File: src/rtl/serial_sub_ctrl.sv
// rtl/serial_sub_ctrl.sv - bit-serial A-B controller, LSB first, one bit per clock
// Two chained half-subtractor stages fed from operand shift registers and a borrow register.
module serial_sub_ctrl #(
  parameter int WIDTH = 8
) (
  input  logic             clk,
  input  logic             rst,
  input  logic             start,
  input  logic [WIDTH-1:0] a,
  input  logic [WIDTH-1:0] b,
  output logic             busy,
  output logic             done,
  output logic [WIDTH-1:0] diff,
  output logic             bout
);

  localparam int CW = $clog2(WIDTH) + 1;
  localparam logic [CW-1:0] LAST = CW'(WIDTH - 1);

  typedef enum logic [1:0] {IDLE, SHIFT, DONE} state_e;

  state_e           state_q, state_d;
  logic [WIDTH-1:0] a_q, a_d, b_q, b_d;
  logic [WIDTH-1:0] res_q, res_d, diff_q, diff_d;
  logic [CW-1:0]    cnt_q, cnt_d;
  logic             br_q, br_d, bout_q, bout_d;
  logic             busy_q, busy_d, done_q, done_d;

  logic d1, b1, dbit, b2;

  always_comb begin
    d1   = a_q[0] ^ b_q[0];
    b1   = ~a_q[0] & b_q[0];
    dbit = d1 ^ br_q;
    b2   = ~d1 & br_q;
  end

  always_comb begin
    state_d = state_q;
    a_d     = a_q;
    b_d     = b_q;
    res_d   = res_q;
    diff_d  = diff_q;
    cnt_d   = cnt_q;
    br_d    = br_q;
    bout_d  = bout_q;
    case (state_q)
      IDLE: begin
        if (start) begin
          a_d     = a;
          b_d     = b;
          br_d    = 1'b0;
          cnt_d   = '0;
          state_d = SHIFT;
        end
      end
      SHIFT: begin
        br_d  = b1 | b2;
        res_d = {dbit, res_q[WIDTH-1:1]};
        a_d   = a_q >> 1;
        b_d   = b_q >> 1;
        cnt_d = cnt_q + 1'b1;
        if (cnt_q == LAST) begin
          diff_d  = res_d;
          bout_d  = b1 | b2;
          state_d = DONE;
        end
      end
      DONE:    state_d = IDLE;
      default: state_d = IDLE;
    endcase
    busy_d = (state_d == SHIFT);
    done_d = (state_d == DONE);
  end

  always_ff @(posedge clk or posedge rst) begin
    if (rst) begin
      state_q <= IDLE;
      a_q     <= '0;
      b_q     <= '0;
      res_q   <= '0;
      diff_q  <= '0;
      cnt_q   <= '0;
      br_q    <= 1'b0;
      bout_q  <= 1'b0;
      busy_q  <= 1'b0;
      done_q  <= 1'b0;
    end else begin
      state_q <= state_d;
      a_q     <= a_d;
      b_q     <= b_d;
      res_q   <= res_d;
      diff_q  <= diff_d;
      cnt_q   <= cnt_d;
      br_q    <= br_d;
      bout_q  <= bout_d;
      busy_q  <= busy_d;
      done_q  <= done_d;
    end
  end

  assign busy = busy_q;
  assign done = done_q;
  assign diff = diff_q;
  assign bout = bout_q;

endmodule

File: config.mk
export PLATFORM = sky130hd
export DESIGN_NAME = serial_sub_ctrl
export DESIGN_NICKNAME = d
export VERILOG_FILES = /design/src/rtl/serial_sub_ctrl.sv
export SDC_FILE = /design/constraint.sdc
export NUM_CORES = 1
export LEC_CHECK = 0
export ABC_AREA = 1
export CORE_ASPECT_RATIO = 0.7
export CORE_MARGIN = 5
export CORE_UTILIZATION = 51
export DETAILED_ROUTE_END_ITERATION = 12
export PLACE_DENSITY = 0.85
export SYNTH_ARGS = -nofsm -noshare
export SYNTH_HDL_FRONTEND = slang
export SYNTH_SLANG_ARGS = --single-unit
export TNS_END_PERCENT = 1
File: constraint.sdc
create_clock -name clk -period 1.9 [get_ports clk]
set_input_delay 0.57 -clock clk [delete_from_list [all_inputs] [get_ports clk]]
set_output_delay 0.57 -clock clk [all_outputs]
set_load 0.05 [all_outputs]
==> impl_metrics.tcl <==
set metrics [dict create \
    design_power_total_mw 3.63 \
    power.switching_fraction_pct 42.7 \
    cts_repair_resize_count 0 \
    maxSlewViolCount 0 \
    finalClockSkew_ps 4.84 \
    drt.antenna.violating_nets 0 \
    worst-slew-pin-transition_ps 377 \
    number_of_cts_inserted_buffers 5 \
    clockPowerShare_pct 16.9 \
    yosys_most_used_dff "sky130_fd_sc_hd__dfrtp_1" \
    critPathTopFamily "flip-flops" \
    power_per_cell_area_mw_per_mm2 1690 \
    post_cts.repair.setup_buffers 0 \
    cts_tree "yes" \
    wl_um 3330 \
    comb_power_share_pct 42.0 \
    grt_first_pass_wirelength_um 6060 \
    worstPathBufferInverterCount 1 \
    static-leakage-power_nw 1.07 \
    worstPathArrival_ps 870 \
    synth_enable_flop_cells 0 \
    antenna_found_initial 0 \
    final.fill_count 268 \
    async_reset_ff_share_pct 100 \
    worst_hold_path_type "flop to flop" \
    final.period_utilization_pct 76.0 \
    cap_violations 0 \
    area_growth_pct 23.1 \
    synth.top_cells.by_count "sky130_fd_sc_hd__nand2_1 (82), sky130_fd_sc_hd__dfrtp_1 (41), sky130_fd_sc_hd__nand3_1 (38)" \
    synth.area.top_cells "sky130_fd_sc_hd__dfrtp_1 (59%), sky130_fd_sc_hd__nand2_1 (18%), sky130_fd_sc_hd__nand3_1 (11%), sky130_fd_sc_hd__buf_2 (1.4%), sky130_fd_sc_hd__buf_6 (1.3%)" \
    initialDrtViolationCount 96 \
    die_x_um 79.9 \
    vias 1361 \
    core_area_mm2 0.00321 \
    finish.instance_area_mm2 0.00215 \
    synthesis.instances 194 \
    ctsHtreeMaxLevel 2 \
    setup_repair_after_global_routing_missed_its_margin "no" \
    place_hpwl_um 2240 \
    largest_net_degree_at_the_start_of_global_routing 42 \
    global_route.usage.met1_pct 22.5 \
    grt_pass1_vias 1388 \
    status "completed" \
    library_cell_occupying_the_most_area_in_the_post_synthesis_netlist "sky130_fd_sc_hd__dfrtp_1" \
    synthDominantCellAreaShare_pct 58.7 \
    met2_usage_pct 24.4 \
    cp_slowest_cell "sky130_fd_sc_hd__dfrtp_1" \
    p_sw_mw 1.55 \
    critPathMaxFanout 2 \
    grtUsageTotal_pct 17.1 \
    max-clock-path-buffers 2 \
    totalNegativeSetupSlack_ps 0 \
    achievable-frequency_mhz 693 \
    crit_path_end_kind "output pin" \
    grt_util_met3_pct 6.73 \
    power_report.internal_total_mw 2.08 \
    setup.worst_path.class "flop to output pin" \
    synth_seq_area_share_pct 58.7 \
    critical-path-max-stage-delay_ps 390 \
    layout.nets 246 \
    die_area_mm2 0.00471 \
    drt-vias-per-instance 4.99 \
    finalCriticalPeriod_ps 1440 \
    io_pins 30 \
    ys_ff_latch 41 \
    cts_root_buffer "sky130_fd_sc_hd__clkbuf_8" \
    combined_area_of_all_synthesized_cells_mm2 0.00175 \
    drc_errors 0 \
    synthesis.area_per_instance_um2 9.00 \
    io_buffer_count 29 \
    max_slew_margin_vs_limit_pct 74.8 \
    power.sequential.fraction_pct 41.1 \
    num_rows 17 \
    first_pass_iters 5 \
    setup_viol 0 \
    placed_area_mm2 0.00205 \
    path_cells "buf_4" \
    tritoncts_num_sinks 41 \
    postSynthNetCount 215 \
    cts.clk_slew.worst_paths_ps 70 \
    routed_wire_length_per_instance_um 12.2 \
    insertedDiodeCount 0 \
    gp_congestion 0.811 \
    critical_path_required_ps 1330 \
    startpoint_types "flop" \
    clkLatencyLatePin_ps 290 \
    die-height_um 59.0 \
    grt_busiest_layer "met2" \
    grt_overflow_total 0 \
    synthDistinctLibCells 20 \
    max_rail_drop_vdd_mv 1.03 \
    hold_viol_final 0 \
    initial_core_utilization_pct 54.4 \
    yosysWarningCount 0 \
    fin_hold_ws_ps 471 \
    drive_above_1_share_pct 13.3 \
    synthMostInstantiatedCell "sky130_fd_sc_hd__nand2_1" \
    cts_hold_repair.buffers 0 \
]
final timing paths:
kind | from | endpoint | slack [ps] | depth (start not counted)
worst max-delay path | diff[6]$_DFFE_PP0P_ | diff[6] | 460 | 1
worst min-delay path | res_q[1]$_DFFE_PP0P_ | diff[0]$_DFFE_PP0P_ | 470 | 2
worst max register to register | state_q[0]$_DFF_PP0_ | diff[6]$_DFFE_PP0P_ | 560 | 5
worst min register to register | res_q[1]$_DFFE_PP0P_ | diff[0]$_DFFE_PP0P_ | 470 | 2
max in group asynchronous | rst | diff[4]$_DFFE_PP0P_ | 1080 | 3
min in group asynchronous | rst | diff[3]$_DFFE_PP0P_ | 630 | 3
layout make-up:
cell class / instances / area, µm² / share of cell area [%]
Clock buffer: 7 / 96.3 / 4.48
Clock inverter: 1 / 5.00 / 0.233
Inverter: 7 / 28.8 / 1.34
Multi-Input combinational cell: 138 / 637 / 29.6
Sequential cell: 41 / 1030 / 47.7
Tap cell: 47 / 58.8 / 2.74
Timing Repair Buffer: 32 / 298 / 13.9
tightest hold or removal path, delay by kind of cell, from the launching register on:
family           cells  cell delay, ps
flip-flops           1             350
AND/OR/NAND/NOR      2              90
through the flow:
| step | util [%] | setup slack, ps | cells |
|---|---|---|---|
| after floorplan | - | 384 | 194 |
| after global placement | 63.8 | 198 | 265 |
| after detailed placement | 63.8 | 205 | 265 |
| after CTS | 66.9 | 440 | 273 |
| after global routing | 66.9 | 375 | 273 |
| final | 66.9 | 457 | 273 |
cells by family after synthesis:
logic type,Yosys count,share of synthesized area [%]
AOI/OAI and AO/OA,7,2.29
buffers and inverters,15,4.80
DFF,41,58.7
and+or+nand+nor,129,32.3
adders and majority gates,2,1.86
placed cells by master, fill, tap and decap left out, types with 2 or more instances in the layout:
cell	Yosys	layout
sky130_fd_sc_hd__clkdlybuf4s50_1	0	18
sky130_fd_sc_hd__nand2_1	82	82
sky130_fd_sc_hd__inv_1	5	5
sky130_fd_sc_hd__dfrtp_1	41	41
sky130_fd_sc_hd__nand3_1	38	38
sky130_fd_sc_hd__buf_4	1	13
sky130_fd_sc_hd__clkbuf_8	0	7
sky130_fd_sc_hd__o21bai_1	2	2
sky130_fd_sc_hd__nor2_1	2	2
sky130_fd_sc_hd__o21ai_1	3	3
sky130_fd_sc_hd__o21ai_0	2	2
sky130_fd_sc_hd__nor2_4	2	2
sky130_fd_sc_hd__nand2_2	2	2
state kept, by name (all words and copies together) (netlist names), 2 cells and up:
signal,flops
state_q,2
diff,8
cnt_q,4
a_q,8
b_q,8
res_q,7
routing by layer:
layer  up-vias  share of wire (%)
li1        680                  -
met1       647                 49
met2        29                 43
met3         5                5.9
met4         0                1.6
met5         -                  0
power by group through the flow:
stage                     clock (mW)  combinational (mW)  sequential, mW
after floorplan                    0               0.808            1.85
after global placement             0                1.50            1.49
after detailed placement           0                1.54            1.50
after CTS                      0.634                1.55            1.50
after global routing           0.669                1.71            1.54
final                          0.615                1.52            1.49
Power figures use the tool's default switching activity.
